`src/rtl/div_unit_if.sv`:
```
// Request/response bundle for the iterative divider.
//   signed_div_i : 1 = two's-complement divide, 0 = unsigned
//   opdata1_i    : dividend
//   opdata2_i    : divisor
//   start_i      : request; held high by the requester until ready_o is seen
//   annul_i      : cancel an in-flight divide
//   result_o     : {remainder, quotient}, registered
//   ready_o      : result valid, registered
// master = requester side, slave = divider side.
interface div_unit_if;
    logic        signed_div_i;
    logic [31:0] opdata1_i;
    logic [31:0] opdata2_i;
    logic        start_i;
    logic        annul_i;
    logic [63:0] result_o;
    logic        ready_o;

    modport master (
        output signed_div_i,
        output opdata1_i,
        output opdata2_i,
        output start_i,
        output annul_i,
        input  result_o,
        input  ready_o
    );

    modport slave (
        input  signed_div_i,
        input  opdata1_i,
        input  opdata2_i,
        input  start_i,
        input  annul_i,
        output result_o,
        output ready_o
    );
endinterface

```
`src/rtl/div_unit.sv`:
```
// 32-bit restoring divider, one quotient bit per clock.
// Signed operands are converted to magnitudes at start, divided unsigned,
// and the signs are restored on completion. A zero divisor returns 0 after
// two edges without iterating.
// Ports:
//   clk : clock, rising edge
//   rst : asynchronous active-high reset
//   bus : div_unit_if.slave (operands, start/annul, result/ready)
module div_unit (
    input  logic       clk,
    input  logic       rst,
    div_unit_if.slave  bus
);

    localparam logic [1:0] StFree   = 2'd0;
    localparam logic [1:0] StByZero = 2'd1;
    localparam logic [1:0] StOn     = 2'd2;
    localparam logic [1:0] StEnd    = 2'd3;

    logic [1:0]  state_q, state_d;
    logic [5:0]  cnt_q, cnt_d;
    // [64:33] partial remainder after the last shift, [31:0] quotient bits.
    logic [64:0] work_q, work_d;
    logic [31:0] divisor_q, divisor_d;
    logic        signed_q, signed_d;
    logic        sign1_q, sign1_d;
    logic        sign2_q, sign2_d;
    logic [63:0] result_q, result_d;
    logic        ready_q, ready_d;

    logic [31:0] mag1, mag2;
    logic [32:0] diff;
    logic [31:0] quot, rem;

    always_comb begin
        mag1 = (bus.signed_div_i && bus.opdata1_i[31]) ? (~bus.opdata1_i + 32'd1)
                                                       : bus.opdata1_i;
        mag2 = (bus.signed_div_i && bus.opdata2_i[31]) ? (~bus.opdata2_i + 32'd1)
                                                       : bus.opdata2_i;
    end

    // Trial subtraction; bit 32 set means the divisor did not fit.
    assign diff = {1'b0, work_q[63:32]} - {1'b0, divisor_q};

    always_comb begin
        quot = (signed_q && (sign1_q ^ sign2_q)) ? (~work_q[31:0] + 32'd1) : work_q[31:0];
        rem  = (signed_q && sign1_q) ? (~work_q[64:33] + 32'd1) : work_q[64:33];
    end

    always_comb begin
        state_d   = state_q;
        cnt_d     = cnt_q;
        work_d    = work_q;
        divisor_d = divisor_q;
        signed_d  = signed_q;
        sign1_d   = sign1_q;
        sign2_d   = sign2_q;
        result_d  = result_q;
        ready_d   = ready_q;

        case (state_q)
            StFree: begin
                if (bus.start_i && !bus.annul_i) begin
                    if (bus.opdata2_i == 32'd0) begin
                        state_d = StByZero;
                    end else begin
                        state_d   = StOn;
                        cnt_d     = 6'd0;
                        signed_d  = bus.signed_div_i;
                        sign1_d   = bus.opdata1_i[31];
                        sign2_d   = bus.opdata2_i[31];
                        divisor_d = mag2;
                        work_d    = {32'd0, mag1, 1'b0};
                    end
                end
            end

            StByZero: begin
                result_d = 64'd0;
                ready_d  = 1'b1;
                state_d  = StEnd;
            end

            StOn: begin
                if (bus.annul_i) begin
                    state_d  = StFree;
                    cnt_d    = 6'd0;
                    ready_d  = 1'b0;
                    result_d = 64'd0;
                end else if (cnt_q < 6'd32) begin
                    if (diff[32]) begin
                        work_d = {work_q[63:0], 1'b0};
                    end else begin
                        work_d = {diff[31:0], work_q[31:0], 1'b1};
                    end
                    cnt_d = cnt_q + 6'd1;
                end else begin
                    result_d = {rem, quot};
                    ready_d  = 1'b1;
                    state_d  = StEnd;
                    cnt_d    = 6'd0;
                end
            end

            StEnd: begin
                if (!bus.start_i) begin
                    state_d  = StFree;
                    ready_d  = 1'b0;
                    result_d = 64'd0;
                end
            end

            default: begin
                state_d = StFree;
            end
        endcase
    end

    always_ff @(posedge clk or posedge rst) begin
        if (rst) begin
            state_q   <= StFree;
            cnt_q     <= 6'd0;
            work_q    <= 65'd0;
            divisor_q <= 32'd0;
            signed_q  <= 1'b0;
            sign1_q   <= 1'b0;
            sign2_q   <= 1'b0;
            result_q  <= 64'd0;
            ready_q   <= 1'b0;
        end else begin
            state_q   <= state_d;
            cnt_q     <= cnt_d;
            work_q    <= work_d;
            divisor_q <= divisor_d;
            signed_q  <= signed_d;
            sign1_q   <= sign1_d;
            sign2_q   <= sign2_d;
            result_q  <= result_d;
            ready_q   <= ready_d;
        end
    end

    assign bus.result_o = result_q;
    assign bus.ready_o  = ready_q;

endmodule

```
`src/flat_wrapper.sv`:
```
// flat-port wrapper written by rule: the top's interface ports become plain ports
module div_unit_flat 
  (clk, rst, bus_signed_div_i, bus_opdata1_i, bus_opdata2_i, bus_start_i, bus_annul_i, bus_result_o, bus_ready_o);
  div_unit_if bus_i ();
  input  logic clk;
  input  logic rst;
  input wire logic [$bits(bus_i.signed_div_i)-1:0] bus_signed_div_i;
  input wire logic [$bits(bus_i.opdata1_i)-1:0] bus_opdata1_i;
  input wire logic [$bits(bus_i.opdata2_i)-1:0] bus_opdata2_i;
  input wire logic [$bits(bus_i.start_i)-1:0] bus_start_i;
  input wire logic [$bits(bus_i.annul_i)-1:0] bus_annul_i;
  output wire logic [$bits(bus_i.result_o)-1:0] bus_result_o;
  output wire logic [$bits(bus_i.ready_o)-1:0] bus_ready_o;
  assign bus_i.signed_div_i = bus_signed_div_i;
  assign bus_i.opdata1_i = bus_opdata1_i;
  assign bus_i.opdata2_i = bus_opdata2_i;
  assign bus_i.start_i = bus_start_i;
  assign bus_i.annul_i = bus_annul_i;
  assign bus_result_o = bus_i.result_o;
  assign bus_ready_o = bus_i.ready_o;
  div_unit u_core (.clk(clk), .rst(rst), .bus(bus_i));
endmodule
```
`config.mk`:
```
export PLATFORM = sky130hd
export DESIGN_NAME = div_unit_flat
export DESIGN_NICKNAME = d
export VERILOG_FILES = /design/src/rtl/div_unit_if.sv /design/src/rtl/div_unit.sv /design/src/flat_wrapper.sv
export SDC_FILE = /design/constraint.sdc
export NUM_CORES = 1
export LEC_CHECK = 0
export ABC_AREA = 1
export CAP_MARGIN = 20
export CORE_ASPECT_RATIO = 1.4
export CORE_UTILIZATION = 25
export DETAILED_ROUTE_END_ITERATION = 10
export GPL_ROUTABILITY_DRIVEN = 0
export PLACE_DENSITY_LB_ADDON = 0.3
export SYNTH_ARGS = -nofsm -noshare
export SYNTH_HDL_FRONTEND = slang
export SYNTH_SLANG_ARGS = --single-unit
```
`constraint.sdc`:
```
create_clock -name clk -period 7.16 [get_ports clk]
set_clock_uncertainty 0.1 [all_clocks]
set_input_delay 0.716 -clock clk [delete_from_list [all_inputs] [get_ports clk]]
set_output_delay 0.716 -clock clk [all_outputs]
set_load 0.03 [all_outputs]
```
# Word level (Yosys, flattened, before mapping)
# Cells that the tools add are included.
# classes
magnitude_cmp	1
add_sub_neg	6
muxes	29
n_eq_ne	9
n_bitwise	6
reduce_logical	15
# op_table
cell	count
65-bit two-way mux	5
64-bit two-way mux	3
64-bit case mux with 3 select lines	1
65-bit case mux with 2 select lines	1
32-bit by 1-bit adder with 32-bit output (second input constant)	4
32-bit two-way mux	4
32-bit NOT	4
32-bit by 32-bit subtractor with 33-bit output	1
32-bit zero test	1
6-bit two-way mux	4
6-bit case mux with 2 select lines	1
3-bit AND reduction	4
2-bit two-way mux	5
2-bit case mux with 4 select lines	1
6-bit by 1-bit adder with 6-bit output (second input constant)	1
6-bit < comparator (second input constant)	1
2-bit != test (second input constant)	3
1-bit logical AND	5
5-bit AND reduction	1
2-bit equality test (second input constant)	2
2-bit by 1-bit != test with 1-bit output (second input constant)	2
1-bit two-way mux	3
3-bit != test (second input constant)	1
1-bit case mux with 3 select lines	1
7 further kinds	7
# word_totals
regBits	173
word_cells	75
in_bits	69
out_inout_bits	65

# Longest topological paths before layout
# logic_depth
depth_word	6
ltp_mapped	17
ltp_nobuf	16

# Worst setup path after synthesis
# Ideal clock, no wire load.
# synth_path
path_type	in2reg
start	input bus_opdata1_i[1]
end	register u_core.work_q[17]
setup_ps	132
setup_slack_ps	5020
n_path_buf	0
required_time_ps	6928
path_stages	11
arrival_time_ps	1908
cell_sequence	inv_1 -> ha_1 -> inv_1 -> nor3_1 -> nand2_1 -> nor2_1 -> nand3_1 -> a21oi_1 -> o21ai_0 -> nand2_1 -> o21ai_0
# synth_between
elab_chain_len	6
# synth_lines
item	line	rtl
from (decl)	flat_wrapper.sv:8	input wire logic [$bits(bus_i.opdata1_i)-1:0] bus_opdata1_i;
32-bit NOT	div_unit.sv:36	mag1 = (bus.signed_div_i && bus.opdata1_i[31]) ? (~bus.opdata1_i + 32'd1)
32-bit by 1-bit adder with 32-bit output	div_unit.sv:36	
32-bit two-way mux	div_unit.sv:36	
65-bit two-way mux	div_unit.sv:64	if (bus.opdata2_i == 32'd0) begin
65-bit two-way mux	div_unit.sv:63	if (bus.start_i && !bus.annul_i) begin
65-bit case mux with 2 select lines	div_unit.sv:61	case (state_q)
to (signal assigned)	div_unit.sv:133	work_q <= work_d;
to (decl)	div_unit.sv:23	logic [64:0] work_q, work_d;
# Every way passes these cells. The select of a mux whose other input is x is not followed.
# A chain may end at the register's enable or synchronous reset.

# Worst setup path in the final report
# layout_path
start	input bus_opdata2_i[0]
end	register u_core.work_q[32]
# layout_between
elab_chain_len	3
# layout_lines
item	line	rtl
from (decl)	flat_wrapper.sv:9	input wire logic [$bits(bus_i.opdata2_i)-1:0] bus_opdata2_i;
32-bit zero test	div_unit.sv:64	
2-bit != test (no source line)	n/a	
5-bit AND reduction (no source line)	n/a	
# Every way passes these cells.

==> implementation parameters <==
Parameter                              Value

Floorplanning
  Die Area    0.0534 mm2
  Width of the chip    196 um
  Height of the die    273 um
  Core area    0.0514 mm2
  Total number of placement rows    98
  Effective utilization at floorplan    25.5%
  Io pins    134

Timing
  Worst slew margin relative to its limit    34.6%
  Post-Route Setup TNS    0 ns
  Final setup fails    0
  Final critical-path share of the clock period    54.1%
  Number of pins exceeding their max-slew limit in the final report    0
  Hold violation total from the final report    0
  Least-Margin Pin Slew    0.981 ns
  Max Clock Freq    0.258 GHz
  Final min period    3.87 ns
  Unrepaired setup endpoints after global routing    false

Placed design
  Dpl cells    2834
  Estimated wirelength of the detail-placed design    33.9 mm
  Number of port buffers    133

Routing
  Number of nets with antenna violations after routing    0
  Remaining routing DRC violations    0
  Total length of routed wires    43.0 mm
  DR vias    13392
  Starting DRT DRC Count    772
  Vias per cell    4.67
  Post-detailed-route wirelength per cell    15.0 um
  First drt pass iteration count    6

Logic synthesis
  Syn_nets    2212
  Area leader, netlist    sky130_fd_sc_hd__dfrtp_1
  Post-synthesis sequential area ratio    33.0%
  Top cell type's share of synthesized area    33.0%
  Fraction of registers with async set or reset after synthesis    100%
  Unique masters post-synth    46
  Library cell with the highest instance count after synthesis    sky130_fd_sc_hd__nand2_1
  Mean cell area of the mapped netlist    6.23 um2
  Register bit total from synthesis    173
  Number of synthesis warnings    0
  Number of standard cells after synthesis    2104
  Most used flip-flop cell after synthesis    sky130_fd_sc_hd__dfrtp_1
  Number of enable flip-flop cells after synthesis    0
  Ranking of synthesized cells by instance count    734 x sky130_fd_sc_hd__nand2_1, 299 x sky130_fd_sc_hd__inv_1, 205 x sky130_fd_sc_hd__nand3_1, 180 x sky130_fd_sc_hd__nor2_1
  Post-Syn Area    0.0131 mm2
  Top cells by area in the synthesized netlist    sky130_fd_sc_hd__dfrtp_1 33%, sky130_fd_sc_hd__nand2_1 21%, sky130_fd_sc_hd__inv_1 8.6%, sky130_fd_sc_hd__nand3_1 7.8%, sky130_fd_sc_hd__o21ai_0 6.6%

Clocking
  Clock Tree Buf Depth    2
  # hold bufs at CTS    0
  H-tree levels    4
  Clock tree root driver cell    sky130_fd_sc_hd__clkbuf_16
  Clock sink count    173
  Gates resized, CTS repair    0
  Register clock-pin slew on the reported worst setup and hold paths    0.08 ns
  Number of buffers added by the clock tree synthesis step    17
  Post-CTS setup buffer count    0
  Clock latency on the worst-skew pair    0.46 ns
  Clock tree from TritonCTS    yes

Critical path
  Largest fanout on the critical path    59
  Required @ worst endpoint    7.42 ns
  Crit path capture type    flip-flop
  Arrival time reported for the critical path endpoint    4.13 ns
  Crit start category    input port
  Kind of critical path    in -> reg

Finish
  Layout cell share with drive strength beyond 1    3.07%
  Reg area    0.00433 mm2
  Number of inserted diodes    0
  Fill count    5705
  Non-filler cells, final    2867
  Total area of multi-input combinational cells    0.00737 mm2
  Post-synthesis to final-layout area growth    19.5%
  Layout Nets    2312

Power and ir drop
  Leakage power total    7.80 nW
  Comb pwr share    60.7%
  Final Power    7.18 mW
  Switching Share    53.0%
  Peak supply drop    0.000223 V
  Part of the power in the clock network    14.0%
  PwrDens    458 mW/mm2
  P_sw    3.81 mW
  Internal Power    3.37 mW
  Part of the total power dissipated in sequential elements    25.2%

Global route
  Pin count of the biggest net entering global routing    99
  Grt total ovfl    0
  Global-route wire length before repair    67.9 mm
  Number of global-route vias before repair    12832
  Total global-route track usage    16.3%
  Number of antenna violations at the first check in global routing    0

Outcome
  Result of the run    finished clean

Worst hold path
  Type of the worst min-delay path    reg -> reg

Job
  Reported max-cap violation count    0
## final timing paths
path	start	endpoint	slack [ns]	cells past startpoint
setup reg to reg	u_core.state_q[0]	u_core.work_q[60]	3.63	9
max in group asynchronous	rst	u_core.divisor_q[25]	4.71	3
hold / removal	u_core.bus.result_o[8]	u_core.bus.result_o[8]	0.38	2
setup / recovery	bus_opdata2_i[0]	u_core.work_q[32]	3.29	10
min in group asynchronous	rst	u_core.bus.result_o[16]	0.71	2
hold reg to reg	u_core.bus.result_o[8]	u_core.bus.result_o[8]	0.38	2
## flip-flops by register name, summed over array words and instances (netlist names)
register,flops
u_core.sign2_q,1
u_core.work_q,65
u_core.sign1_q,1
u_core.divisor_q,32
u_core.cnt_q,6
u_core.bus.result_o,64
u_core.signed_q,1
u_core.bus.ready_o,1
u_core.state_q,2
## logic make-up (layout without fill, tap and decap cells)
family | after synthesis | after routing | share of synthesized area, %
adder cells (fa/ha/maj) | 39 | 39 | 3.78
flip-flops | 173 | 173 | 33.0
buffers and inverters | 362 | 475 | 10.8
AO/OA/AOI/OAI | 279 | 279 | 11.2
AND/OR/NAND/NOR | 1206 | 1206 | 38.2
XOR/XNOR | 45 | 45 | 3.01
## power by group through the flow
stage | clock network [mW] | logic (mW) | registers [mW]
2_1_floorplan | 0 | 2.90 | 1.96
3_3_place_gp | 0 | 4.34 | 1.82
3_5_place_dp | 0 | 4.39 | 1.83
4_1_cts | 1.03 | 4.40 | 1.81
5_1_grt | 1.07 | 4.95 | 1.87
6_report | 1.01 | 4.36 | 1.81
## worst max-delay path: stages
cell                              delay [ns]
sky130_fd_sc_hd__clkdlybuf4s50_1        0.45
sky130_fd_sc_hd__inv_1                  0.06
sky130_fd_sc_hd__ha_1                   0.22
sky130_fd_sc_hd__nand3_1                0.18
sky130_fd_sc_hd__nor3_2                 0.11
sky130_fd_sc_hd__nand2_2                0.17
sky130_fd_sc_hd__nand3_4                0.50
sky130_fd_sc_hd__nand2_4                0.60
sky130_fd_sc_hd__clkinv_2               0.70
sky130_fd_sc_hd__o21ai_0                0.38
## placed cells by master, fill, tap and decap left out, types with 3 or more instances in the layout
master,n
sky130_fd_sc_hd__inv_6,3
sky130_fd_sc_hd__nor2_1,179
sky130_fd_sc_hd__ha_1,38
sky130_fd_sc_hd__o22ai_1,6
sky130_fd_sc_hd__nand2_1,734
sky130_fd_sc_hd__nand3b_1,8
sky130_fd_sc_hd__nor2_2,6
sky130_fd_sc_hd__nand2_2,4
sky130_fd_sc_hd__o211ai_1,4
sky130_fd_sc_hd__inv_1,297
sky130_fd_sc_hd__clkbuf_16,17
sky130_fd_sc_hd__o31ai_1,3
sky130_fd_sc_hd__a21oi_1,68
sky130_fd_sc_hd__nand4_1,14
sky130_fd_sc_hd__a31oi_1,4
sky130_fd_sc_hd__nor3_1,37
sky130_fd_sc_hd__o21ai_1,7
sky130_fd_sc_hd__xnor2_1,18
sky130_fd_sc_hd__or2_2,5
sky130_fd_sc_hd__nand3_1,205
sky130_fd_sc_hd__xor2_1,27
sky130_fd_sc_hd__nor4_1,4
sky130_fd_sc_hd__dfrtp_1,173
sky130_fd_sc_hd__o21ai_2,3
sky130_fd_sc_hd__clkinvlp_4,3
sky130_fd_sc_hd__a32o_1,3
sky130_fd_sc_hd__inv_2,4
sky130_fd_sc_hd__o21ai_0,173
sky130_fd_sc_hd__o21bai_1,3
sky130_fd_sc_hd__inv_8,5
sky130_fd_sc_hd__buf_4,4
sky130_fd_sc_hd__clkdlybuf4s50_1,133
## per-stage QoR
step	hold WS [ns]	setup WS [ns]	utilization (%)	instance area [um2]
after floorplan	0.349	1.66	-	13100
after global placement	0.367	2.90	29.2	15000
after detailed placement	0.368	2.83	29.2	15000
after CTS	0.389	3.28	30.5	15600
after global routing	0.405	2.91	30.5	15700
final	0.380	3.29	30.5	15700
## layer usage
metal  up-vias  share of wire, %  track usage, %  wire length, um
li1       6875                 -               -                -
met1      6149                41            18.6            17700
met2       303                52            30.5            22400
met3        65               3.9            2.02             1660
met4         0               2.9            6.24             1230
met5         -                 0               0                0
## final cells by class
cell class / count / share of cell area [%]
multi-input cells: 1569 / 47.0
well taps: 650 / 5.19
clock buffers: 17 / 2.71
repair buffers: 138 / 8.86
inverters: 305 / 7.34
flip-flops and latches: 173 / 27.6
clock inverters: 15 / 1.26
No activity file was read; power rests on OpenSTA's default activity.
